File: src/rtl/note_scroller.sv
// note_scroller: falling-note matrix, pad-strike judge and score/combo keeper.
//
// Each synchronized rising edge of clk32 (a "step") scrolls the note matrix
// down one row and injects a pseudo-random row at the top. Drum-pad strikes
// are judged against the bottom (hit) row.
//
// Ports:
//   clk, rst_n   system clock, asynchronous active-low reset
//   clk32        step clock from the 32 pps generator (asynchronous)
//   stop         1 = paused: steps and strikes ignored, outputs hold
//   nivel2       level 2 density (emit every other step)
//   nivel3       level 3 density (emit every step), priority over nivel2
//   pad          raw drum-pad levels, active-high, one bit per lane
//   notes        note matrix, row r at [r*LANES +: LANES], row 0 on top
//   hit_pulse    one-cycle pulse on at least one correct strike
//   miss_pulse   one-cycle pulse on a wrong strike or an escaped note
//   score        saturating score counter
//   combo        saturating consecutive-hit counter
//
// Build option: define COMBO_BONUS_EN to score 2 per hit lane once the
// combo (before increment) has reached 8.
module note_scroller #(
    parameter int unsigned LANES   = 4,
    parameter int unsigned ROWS    = 8,
    parameter int unsigned SCORE_W = 10,
    parameter int unsigned COMBO_W = 6,
    parameter logic [15:0] SEED    = 16'hACE1
) (
    input  logic                    clk,
    input  logic                    rst_n,
    input  logic                    clk32,
    input  logic                    stop,
    input  logic                    nivel2,
    input  logic                    nivel3,
    input  logic [LANES-1:0]        pad,
    output logic [ROWS*LANES-1:0]   notes,
    output logic                    hit_pulse,
    output logic                    miss_pulse,
    output logic [SCORE_W-1:0]      score,
    output logic [COMBO_W-1:0]      combo
);

    localparam int unsigned NW = ROWS * LANES;
    localparam int unsigned HB = (ROWS - 1) * LANES;
    localparam int unsigned PW = SCORE_W + 2;
    localparam logic [15:0] LFSR_TAPS = 16'hB400;
    localparam logic [SCORE_W-1:0] SCORE_MAX = '1;
    localparam logic [COMBO_W-1:0] COMBO_MAX = '1;

    // Synchronizers and edge-detect history
    logic             clk32_s1_q, clk32_s2_q, clk32_prev_q;
    logic             clk32_s1_d, clk32_s2_d, clk32_prev_d;
    logic [LANES-1:0] pad_s1_q, pad_s2_q, pad_prev_q;
    logic [LANES-1:0] pad_s1_d, pad_s2_d, pad_prev_d;

    // Game state
    logic [NW-1:0]      notes_q, notes_d;
    logic [SCORE_W-1:0] score_q, score_d;
    logic [COMBO_W-1:0] combo_q, combo_d;
    logic               hit_q, hit_d;
    logic               miss_q, miss_d;
    logic [15:0]        lfsr_q, lfsr_d;
    logic [1:0]         step_cnt_q, step_cnt_d;

    // Combinational helpers
    logic             step_c;
    logic [LANES-1:0] strike_c;
    logic [LANES-1:0] hit_row_c, h_c, w_c, left_c;
    logic [PW-1:0]    pts_c, sum_c;
    logic [15:0]      lfsr_next_c;
    logic             emit_c;

    always_ff @(posedge clk or negedge rst_n) begin
        if (!rst_n) begin
            clk32_s1_q   <= 1'b0;
            clk32_s2_q   <= 1'b0;
            clk32_prev_q <= 1'b0;
            pad_s1_q     <= '0;
            pad_s2_q     <= '0;
            pad_prev_q   <= '0;
            notes_q      <= '0;
            score_q      <= '0;
            combo_q      <= '0;
            hit_q        <= 1'b0;
            miss_q       <= 1'b0;
            lfsr_q       <= SEED;
            step_cnt_q   <= 2'd0;
        end else begin
            clk32_s1_q   <= clk32_s1_d;
            clk32_s2_q   <= clk32_s2_d;
            clk32_prev_q <= clk32_prev_d;
            pad_s1_q     <= pad_s1_d;
            pad_s2_q     <= pad_s2_d;
            pad_prev_q   <= pad_prev_d;
            notes_q      <= notes_d;
            score_q      <= score_d;
            combo_q      <= combo_d;
            hit_q        <= hit_d;
            miss_q       <= miss_d;
            lfsr_q       <= lfsr_d;
            step_cnt_q   <= step_cnt_d;
        end
    end

    // Input conditioning: 2-flop synchronizers keep running even while paused
    always_comb begin
        clk32_s1_d   = clk32;
        clk32_s2_d   = clk32_s1_q;
        clk32_prev_d = clk32_s2_q;
        pad_s1_d     = pad;
        pad_s2_d     = pad_s1_q;
        pad_prev_d   = pad_s2_q;
        step_c       = clk32_s2_q & ~clk32_prev_q;
        strike_c     = pad_s2_q & ~pad_prev_q;
    end

    // Strike judging, scroll, LFSR and counters
    always_comb begin
        notes_d    = notes_q;
        score_d    = score_q;
        combo_d    = combo_q;
        hit_d      = 1'b0;
        miss_d     = 1'b0;
        lfsr_d     = lfsr_q;
        step_cnt_d = step_cnt_q;

        hit_row_c = notes_q[NW-1 -: LANES];
        h_c       = strike_c & hit_row_c;
        w_c       = strike_c & ~hit_row_c;
        left_c    = hit_row_c & ~h_c;

        pts_c = '0;
        for (int unsigned l = 0; l < LANES; l++) begin
            pts_c = pts_c + PW'(h_c[l]);
        end
`ifdef COMBO_BONUS_EN
        if (combo_q >= COMBO_W'(8)) begin
            pts_c = pts_c << 1;
        end
`endif
        sum_c = PW'(score_q) + pts_c;

        lfsr_next_c = lfsr_q[0] ? ((lfsr_q >> 1) ^ LFSR_TAPS) : (lfsr_q >> 1);
        // step_cnt==0 implies step_cnt[0]==0, so the level rules reduce to an OR
        emit_c = nivel3 | (nivel2 & ~step_cnt_q[0]) | (step_cnt_q == 2'd0);

        if (!stop) begin
            if (h_c != '0) begin
                hit_d   = 1'b1;
                score_d = (sum_c > PW'(SCORE_MAX)) ? SCORE_MAX : SCORE_W'(sum_c);
                combo_d = (combo_q == COMBO_MAX) ? COMBO_MAX : combo_q + COMBO_W'(1);
            end
            if (w_c != '0) begin
                miss_d  = 1'b1;
                combo_d = '0;
            end
            notes_d[NW-1 -: LANES] = left_c;

            // Hits are cleared before the escape check, so a same-cycle hit is not a miss
            if (step_c) begin
                if (left_c != '0) begin
                    miss_d  = 1'b1;
                    combo_d = '0;
                end
                lfsr_d     = lfsr_next_c;
                step_cnt_d = step_cnt_q + 2'd1;
                notes_d    = {notes_q[HB-1:0], emit_c ? lfsr_next_c[LANES-1:0] : LANES'(0)};
            end
        end
    end

    assign notes      = notes_q;
    assign score      = score_q;
    assign combo      = combo_q;
    assign hit_pulse  = hit_q;
    assign miss_pulse = miss_q;

endmodule

File: config.mk
export PLATFORM = sky130hd
export DESIGN_NAME = note_scroller
export DESIGN_NICKNAME = d
export VERILOG_FILES = /design/src/rtl/note_scroller.sv
export SDC_FILE = /design/constraint.sdc
export NUM_CORES = 1
export LEC_CHECK = 0
export BUFFER_PORTS_ARGS = -buffer_cell sky130_fd_sc_hd__buf_4
export CAP_MARGIN = 10
export CORE_UTILIZATION = 56
export CTS_BUF_LIST = sky130_fd_sc_hd__clkbuf_4 sky130_fd_sc_hd__clkbuf_8
export DETAILED_ROUTE_END_ITERATION = 8
export GPL_ROUTABILITY_DRIVEN = 0
export MAX_ROUTING_LAYER = met4
export PLACE_DENSITY = 0.77
export SLEW_MARGIN = 5
export SYNTH_ARGS = -nofsm -noshare
export SYNTH_HDL_FRONTEND = slang
export SYNTH_SLANG_ARGS = --single-unit
File: constraint.sdc
create_clock -name clk -period 2.83 [get_ports clk]
set_input_delay 0.1415 -clock clk [delete_from_list [all_inputs] [get_ports clk]]
set_output_delay 0.1415 -clock clk [all_outputs]
set_load 0.005 [all_outputs]
==> results.sh, run 1 <==
export IMPL_min_period_ps=2710
export IMPL_vias=2547
export IMPL_n_antenna_cell=0
export IMPL_hpwl_um=4460
export IMPL_drt_first_iter_violations=175
export IMPL_path_class="flop to flop"
export IMPL_portBuffers=59
export IMPL_leakagePower_nw=2.19
export IMPL_syn_nets=348
export IMPL_antenna_found_initial=0
export IMPL_vias_per_cell=5.33
export IMPL_clkSinkCount=83
export IMPL_fin_crit_sh_pct=95.7
export IMPL_finalSetupViolations=0
export IMPL_irDropWorstVdd_mv=0.445
export IMPL_hold_viol=0
export IMPL_grt_pass1_vias=2448
export IMPL_grt_usage_pct=23.8
export IMPL_grt_busiest_layer="met2"
export IMPL_cap_violations=0
export IMPL_max_slew_margin_rel_pct=33.6
export IMPL_overflow=0
export IMPL_die_height_um=80.5
export IMPL_fin_worst_skew_ps=12.1
export IMPL_dieWidth_um=80.5
export IMPL_htree_levels=3
export IMPL_numCtsBuffers=9
export IMPL_initial_core_util_pct=58.2
export IMPL_row_count=28
export IMPL_worst_pin_slew_ps=996
export IMPL_grt_max_degree=84
export IMPL_power_mw=2.46
export IMPL_grt_first_pass_wirelength_um=11200
export IMPL_status="finished clean"
export IMPL_met2_usage_pct=36.7
export IMPL_synth_warnings=0
export IMPL_remaining_drc_errors=0
export IMPL_root_buffer="clkbuf_8"
export IMPL_syn2layout_area_growth_pct=23.1
export IMPL_yosysSeqAreaShare_pct=60.5
export IMPL_use_met1_pct=31.3
export IMPL_async_flop_share_pct=100
export IMPL_io_pins=60
export IMPL_ys_flop_type="dfrtp_1"
export IMPL_core_area_mm2=0.00592
export IMPL_netlist_cell_type_count=47
export IMPL_ff_latch_area_mm2=0.00209
export IMPL_syn_area_mm2=0.00345
export IMPL_finalWirelength_um=6710
export IMPL_cp_required_ps=3060
export IMPL_drt_pre_antenna_iters=4
export IMPL_synth_area_per_cell_um2=10.4
export IMPL_clkTransAtPathRegs_ps=90
export IMPL_synth_edf_count=0
export IMPL_critPathLaunchType="flop"
export IMPL_ant_nets=0
export IMPL_fillCellCount=458
export IMPL_critPathMaxFanout=4
export IMPL_clockBufferDepth=2
export IMPL_die_area_mm2=0.00647
export IMPL_hold_ws_ps=86.9
export IMPL_drive_gt1_share_pct=25.1
export IMPL_syn_inst=332
export IMPL_clock_latency_ps=350
export IMPL_wire_per_inst_um=14.0
export IMPL_fmax_ghz=0.369
export IMPL_final_nets=414
export IMPL_crit_arrival_ps=2930
export IMPL_cts_tree="done"
export IMPL_cellPowerDensity_mw_per_mm2=579
export IMPL_critPathCaptureType="flop"
export IMPL_multi_input_area_mm2=0.00127
export IMPL_hold_class="primary input to flop"
export IMPL_ys_ff_latch=83
export IMPL_use_met3_pct=3.52
export IMPL_slew_viol_final=0
## where the power goes
group	switching [mW]	internal [mW]	leakage, nW	total (mW)
combinational	0.110	0.0896	1.01	0.199
sequential	0.0468	1.28	1.08	1.32
clock	0.436	0.501	0.102	0.937
total	0.592	1.87	2.19	2.46
## logic make-up after synthesis
family | share of synthesized area (%)
XOR/XNOR | 1.02
flip-flops | 60.5
adder cells (fa/ha/maj) | 2.83
AO/OA/AOI/OAI | 9.18
AND/OR/NAND/NOR | 21.1
multiplexers | 2.21
buffers and inverters | 3.16
## area by class of cell
class	count	share of cell area, %
sequential	83	49.2
multi-input combinational	225	29.9
timing repair buffer	69	12.6
clock buffer	9	2.92
clock inverter	7	2.36
tap	75	2.21
inverter	10	0.884
## per-layer routing
metal | wire, um | vias to the layer above
li1 | - | 1229
met1 | 2960 | 1227
met2 | 3310 | 77
met3 | 303 | 14
met4 | 136 | 0
met5 | 0 | -
## state kept, by name, indices dropped and copies added, names as in the netlist, 2 cells and up
signal      cells
combo           6
pad_s1_q        4
pad_prev_q      4
pad_prev_d      4
lfsr_q         16
notes          32
step_cnt_q      2
score          10
## per-stage QoR
step / TNS, ps / utilization, % / instances / worst slack [ps] / instance area [um2]
global route: -1.28 / 71.7 / 478 / -1.28 / 4240
floorplan: 0 / - / 332 / 274 / 3450
finish: 0 / 71.7 / 478 / 123 / 4240
global placement: 0 / 66.5 / 455 / 141 / 3940
detailed placement: 0 / 66.5 / 455 / 39.5 / 3940
CTS: 0 / 71.3 / 477 / 27.0 / 4220
## synth_stat cells, types with 3 or more instances
master,instances,area share (%)
o21ai_0,6,0.87
dfstp_2,8,6.1
nand3b_1,4,0.87
mux2_1,5,1.6
buf_2,9,1.3
nand2_1,122,13
fa_1,3,1.7
clkbuf_1,4,0.44
dfrtp_1,75,54
nand3_1,8,1.2
a21oi_1,6,0.87
a21o_1,4,0.87
nor2_1,10,1.1
xnor2_1,4,1.0
a22o_1,8,2.0
nand2b_1,5,0.91
inv_1,9,0.98
ha_1,3,1.1
## repair_timing
| action | 4_1_cts | 5_1_grt |
|---|---|---|
| endpoints found under the setup margin | 0 | 7 |
| endpoints found under the hold margin | 57 | 0 |
| resized for setup | 0 | 5 |
| hold buffers | 6 | 0 |
| setup buffers | 0 | 1 |
## layout by cell type, fill, tap and decap left out, types with 5 or more instances in the layout
cell type	instances
a21oi_1	6
a22o_1	8
buf_4	63
clkbuf_8	9
dfrtp_1	75
dfstp_2	8
dlygate4sd3_1	6
inv_1	9
mux2_1	5
nand2_1	122
nand2b_1	5
nand3_1	7
nor2_1	9
o21ai_0	6
## worst max-delay path: stages, from the launching register on
cell and delay (ps):
dfrtp_1 390, nand3b_1 210, fa_1 500, fa_2 350
inv_1 80, fa_2 210, and3_4 210, nand2_2 80
nor3_2 210, mux2_1 350
## final timing paths
kind	startpoint	endpoint	slack, ps	depth (start not counted)
setup / recovery	pad_prev_q[0]$_DFF_PN0_	score[8]$_DFFE_PN0P_	120	9
hold / removal	stop	miss_pulse$_DFF_PN0_	90	2
setup reg to reg	pad_prev_q[0]$_DFF_PN0_	score[8]$_DFFE_PN0P_	120	9
hold reg to reg	pad_s1_q[3]$_DFF_PN0_	pad_prev_d[3]$_DFF_PN0_	350	0
max in group asynchronous	rst_n	notes[9]$_DFFE_PN0P_	1690	2
min in group asynchronous	rst_n	miss_pulse$_DFF_PN0_	490	2
No activity file was read; power rests on OpenSTA's default activity.
==> inputs of run 2 (changes only) <==
==> constraint.sdc (replaced) <==
create_clock -name clk -period 2.83 [get_ports clk]
set_input_delay 0.566 -clock clk [delete_from_list [all_inputs] [get_ports clk]]
set_output_delay 0.566 -clock clk [all_outputs]
set_load 0.005 [all_outputs]
==> run 2 against run 1 <==
  * Clock skew fell by 3.2 ps
  * Worst setup slack improved by 32 ps
  * Sequential power about the same
  * Critical path type unchanged
  * Critical endpoint unchanged
  * Largest cell class unchanged
  * Highest routed layer unchanged
==> results.sh, run 2 (same netlist as run 1, synthesis figures left out) <==
export IMPL_critPathMaxFanout=4
export IMPL_r2r_slack_ps=160
export IMPL_overflow=0
export IMPL_crit_family="adder cells"
export IMPL_irDropWorstVdd_mv=0.485
export IMPL_cts_hold_buffers_added=0
export IMPL_dieWidth_um=80.5
export IMPL_syn2layout_area_growth_pct=21.3
export IMPL_final_cell_mix="122 x nand2_1, 75 x dfrtp_1, 61 x buf_4, 10 x clkbuf_8"
export IMPL_grt_first_pass_wirelength_um=11100
export IMPL_antenna_found_initial=0
export IMPL_initial_core_util_pct=58.2
export IMPL_max_slew_margin_rel_pct=56.5
export IMPL_finalWirelength_um=6610
export IMPL_die_area_mm2=0.00647
export IMPL_finalSetupViolations=0
export IMPL_slowest_stage="fa_1"
export IMPL_post_route_cell_area_mm2=0.00418
export IMPL_crit_arrival_ps=2900
export IMPL_leakagePower_nw=2.18
export IMPL_multi_input_area_mm2=0.00126
export IMPL_drt_pre_antenna_iters=4
export IMPL_r2r_start="pad_prev_q[0]$_DFF_PN0_"
export IMPL_critPathLaunchType="flop"
export IMPL_cp_required_ps=3060
export IMPL_ff_latch_area_mm2=0.00209
export IMPL_path_class="flop to flop"
export IMPL_fillCellCount=460
export IMPL_portBuffers=59
export IMPL_clock_latency_ps=340
export IMPL_final_util_pct=70.6
export IMPL_wire_per_inst_um=14.0
export IMPL_hold_ws_ps=171
export IMPL_vias=2484
export IMPL_grt_usage_pct=23.7
export IMPL_row_count=28
export IMPL_clockBufferDepth=2
export IMPL_hpwl_um=4450
export IMPL_ant_nets=0
export IMPL_clkTransAtPathRegs_ps=80
export IMPL_final_nets=408
export IMPL_fin_crit_sh_pct=94.5
export IMPL_largest_register_ffs=32
export IMPL_critical_path_most_common_cell="fa_1"
export IMPL_cellPowerDensity_mw_per_mm2=567
export IMPL_place_area_mm2=0.00396
export IMPL_io_pins=60
export IMPL_vias_per_cell=5.26
export IMPL_root_buffer="clkbuf_8"
export IMPL_remaining_drc_errors=0
export IMPL_status="finished clean"
export IMPL_r2r_cells=9
export IMPL_worst_pin_slew_ps=652
export IMPL_critPathCaptureType="flop"
export IMPL_cp_slowest_stage_delay_ps=480
export IMPL_power_mw=2.37
export IMPL_clkSinkCount=83
export IMPL_die_height_um=80.5
export IMPL_rr_endpoint="score[8]$_DFFE_PN0P_"
export IMPL_drt_first_iter_violations=120
export IMPL_final_common_cell="nand2_1"
export IMPL_core_area_mm2=0.00592
export IMPL_setup_tns_final_ps=0
export IMPL_hold_viol=0
export IMPL_n_antenna_cell=0
export IMPL_worst_path_buf_inv=1
export IMPL_cp_cell_sequence="nand3b_1, fa_1, fa_1, inv_1, fa_1, and3_4, nand2_2, nor3_2, mux2_1"
export IMPL_fin_worst_skew_ps=8.92
export IMPL_numCtsBuffers=9
export IMPL_drive_gt1_share_pct=24.9
export IMPL_htree_levels=3
export IMPL_grt_pass1_vias=2419
export IMPL_hold_class="primary input to async pin"
export IMPL_slew_viol_final=0
export IMPL_grt_max_degree=48
export IMPL_cts_tree="done"
export IMPL_fmax_ghz=0.374
export IMPL_cap_violations=0
export IMPL_min_period_ps=2670
-- run 2: metrics by stage --
| step | std cells | worst slack [ps] |
|---|---|---|
| after floorplan | 332 | 274 |
| after global placement | 455 | 145 |
| after detailed placement | 455 | 58.6 |
| after CTS | 471 | 47.0 |
| after global routing | 472 | -1.39 |
| final | 472 | 155 |
-- run 2: worst reg2reg max path: cells and delay by family (launching register included) --
kind / cells / cell delay, ps
multiplexers: 1 / 350
AND/OR/NAND/NOR: 4 / 670
flip-flops: 1 / 370
buffers and inverters: 1 / 90
adder cells (fa/ha/maj): 3 / 1080
-- run 2: layout make-up --
type | instances | area share (%)
clock buffers | 12 | 3.65
clock inverters | 4 | 1.20
inverters | 10 | 0.897
multi-input cells | 225 | 30.2
flip-flops and latches | 83 | 49.9
well taps | 75 | 2.24
repair buffers | 63 | 11.9
-- run 2: power by group --
part           total, mW  internal [mW]  switching [mW]
combinational      0.194         0.0873           0.107
sequential          1.32           1.28          0.0477
clock              0.851          0.450           0.401
-- run 2: layer usage --
metal | vias to the layer above | track usage, % | wire [um]
met5 | - | - | 0
met4 | 0 | 11.4 | 123
met3 | 12 | 4.20 | 280
met2 | 61 | 37.1 | 3170
met1 | 1191 | 29.9 | 3030
li1 | 1220 | - | -
-- run 2: worst max path at each step --
| stage | from | to | slack, ps | cells past startpoint |
|---|---|---|---|---|
| after floorplan | pad_prev_q[0]$_DFF_PN0_ | score[7]$_DFFE_PN0P_ | 270 | 9 |
| after global placement | pad_prev_q[0]$_DFF_PN0_ | score[7]$_DFFE_PN0P_ | 150 | 9 |
| after detailed placement | pad_prev_q[0]$_DFF_PN0_ | score[4]$_DFFE_PN0P_ | 60 | 9 |
| after CTS | pad_prev_q[0]$_DFF_PN0_ | score[4]$_DFFE_PN0P_ | 50 | 9 |
| after global routing | pad_prev_q[0]$_DFF_PN0_ | score[8]$_DFFE_PN0P_ | -1 | 9 |
| final | pad_prev_q[0]$_DFF_PN0_ | score[8]$_DFFE_PN0P_ | 160 | 9 |
-- run 2: repair_timing --
action / 4_1_cts / 5_1_grt
setup endpoints to repair: 0 / 6
gates resized for setup: 0 / 3
buffers inserted: 0 / 1
==> inputs of run 3 (changes only) <==
--- a/config.mk
+++ b/config.mk
@@ -12,7 +12,7 @@
 export DETAILED_ROUTE_END_ITERATION = 8
 export GPL_ROUTABILITY_DRIVEN = 0
 export MAX_ROUTING_LAYER = met4
-export PLACE_DENSITY = 0.77
+export PLACE_DENSITY = 0.81
 export SLEW_MARGIN = 5
 export SYNTH_ARGS = -nofsm -noshare
 export SYNTH_HDL_FRONTEND = slang
==> run 3 against run 2 <==
  * Via count decreased by 0.24%
  * Final area shrank 0.45%
  * Clock skew fell by 2.5 ps
  * Critical path depth did not move
  * Flip-flop and latch count did not move
  * Fmax down 1.2%
  * Count of clock-buffer cells in the layout is 1 lower
  * Critical path type unchanged
  * Critical endpoint unchanged
  * Largest power group unchanged
==> results.sh, run 3 (same netlist as run 1, synthesis figures left out) <==
export IMPL_min_period_ps=2710
export IMPL_final_common_cell="nand2_1"
export IMPL_initial_core_util_pct=58.2
export IMPL_multi_input_area_mm2=0.00126
export IMPL_crit_start="pad_prev_q[0]$_DFF_PN0_"
export IMPL_antenna_found_initial=0
export IMPL_vias_per_cell=5.26
export IMPL_grt_first_pass_wirelength_um=11200
export IMPL_setup_ws_ps=122
export IMPL_r2r_start="pad_prev_q[0]$_DFF_PN0_"
export IMPL_vias=2478
export IMPL_die_area_mm2=0.00647
export IMPL_die_height_um=80.5
export IMPL_path_class="flop to flop"
export IMPL_core_area_mm2=0.00592
export IMPL_final_cell_mix="122 x nand2_1, 75 x dfrtp_1, 62 x buf_4, 10 x clkbuf_8"
export IMPL_largest_register_ffs=32
export IMPL_fin_crit_sh_pct=95.7
export IMPL_critPathCaptureType="flop"
export IMPL_ant_nets=0
export IMPL_slowest_stage="fa_1"
export IMPL_final_util_pct=70.3
export IMPL_hold_viol=0
export IMPL_drt_pre_antenna_iters=4
export IMPL_root_buffer="clkbuf_8"
export IMPL_grt_max_degree=52
export IMPL_irDropWorstVdd_mv=0.338
export IMPL_remaining_drc_errors=0
export IMPL_htree_levels=3
export IMPL_fin_worst_skew_ps=6.42
export IMPL_clkSinkCount=83
export IMPL_clock_latency_ps=350
export IMPL_grt_usage_pct=23.8
export IMPL_rsz0062_at_grt="false"
export IMPL_leakagePower_nw=2.17
export IMPL_setup_tns_final_ps=0
export IMPL_numCtsBuffers=9
export IMPL_critPathMaxFanout=4
export IMPL_finalWirelength_um=6610
export IMPL_max_slew_margin_rel_pct=72.0
export IMPL_cellPowerDensity_mw_per_mm2=566
export IMPL_slew_viol_final=0
export IMPL_cap_violations=0
export IMPL_syn2layout_area_growth_pct=20.8
export IMPL_cp_slowest_stage_delay_ps=500
export IMPL_critical_path_most_common_cell="fa_1"
export IMPL_wire_per_inst_um=14.0
export IMPL_critPathLaunchType="flop"
export IMPL_drive_gt1_share_pct=24.7
export IMPL_worst_pin_slew_ps=420
export IMPL_io_pins=60
export IMPL_fillCellCount=471
export IMPL_clkTransAtPathRegs_ps=80
export IMPL_cp_required_ps=3060
export IMPL_cts_tree="done"
export IMPL_hold_class="primary input to async pin"
export IMPL_n_antenna_cell=0
export IMPL_portBuffers=59
export IMPL_cts_hold_buffers_added=0
export IMPL_dieWidth_um=80.5
export IMPL_finalSetupViolations=0
export IMPL_ff_latch_area_mm2=0.00209
export IMPL_cp_cell_sequence="nand3b_1, fa_1, fa_1, inv_1, fa_1, and3_4, nand2_2, nor3_2, mux2_1"
export IMPL_grt_pass1_vias=2379
export IMPL_status="finished clean"
export IMPL_drt_first_iter_violations=143
export IMPL_pre_cts_slack_ps=72.1
export IMPL_crit_arrival_ps=2940
export IMPL_fmax_ghz=0.369
export IMPL_clockBufferDepth=2
export IMPL_row_count=28
export IMPL_overflow=0
export IMPL_final_nets=408
export IMPL_hpwl_um=4570
run 3: cell count changes in the layout (fill, tap and decap cells not counted), sizes merged:
cell / previous run / this run
clkinvlp: 2 / 1
clkinv: 1 / 2
clkbuf: 12 / 11
run 3: report_power, final:
| part | switching [mW] | internal, mW |
|---|---|---|
| Combinational | 0.109 | 0.0870 |
| Clock | 0.398 | 0.437 |
| Sequential | 0.0486 | 1.28 |
| Total | 0.555 | 1.80 |
run 3: final timing paths:
path	slack, ps	end	cells past startpoint
min in group clk	320	clk32_s1_q$_DFF_PN0_	1
worst max-delay path	120	score[8]$_DFFE_PN0P_	9
worst min-delay path	140	combo[0]$_DFFE_PN0N_	1
max in group asynchronous	2030	lfsr_q[0]$_DFFE_PN1P_	2
worst max register to register	120	score[8]$_DFFE_PN0P_	9
worst min register to register	350	clk32_prev_d$_DFF_PN0_	0
run 3: per-stage QoR:
stage                     cell area (um2)  power [mW]  cells  hold slack [ps]
final                                4160        2.36    471              141
after global routing                 4160        2.47    471              176
after global placement               3960        1.53    456              335
after CTS                            4150        2.38    471              150
after floorplan                      3450        1.45    332              270
after detailed placement             3960        1.55    456              337
run 3: critical path: cells and delay by family (launching register included):
family | cells | cell delay, ps
AND/OR/NAND/NOR | 4 | 680
flip-flops | 1 | 380
multiplexers | 1 | 340
buffers and inverters | 1 | 90
adder cells (fa/ha/maj) | 3 | 1110
run 3: cell type report:
type | count | area share (%)
timing repair buffer | 63 | 11.7
clock buffer | 11 | 3.49
inverter | 10 | 0.901
tap | 75 | 2.25
clock inverter | 4 | 1.23
sequential | 83 | 50.1
multi-input combinational | 225 | 30.3
run 3: what timing repair did:
action / 4_1_cts / 5_1_grt
endpoints found under the setup margin: 0 / 6
buffers inserted: 0 / 0
gates resized for setup: 0 / 3
run 3: layer usage:
layer,routed length [um],global-route usage [%]
met5,0,-
met3,275,3.41
met4,124,12.3
met2,3050,35.1
met1,3160,32.4
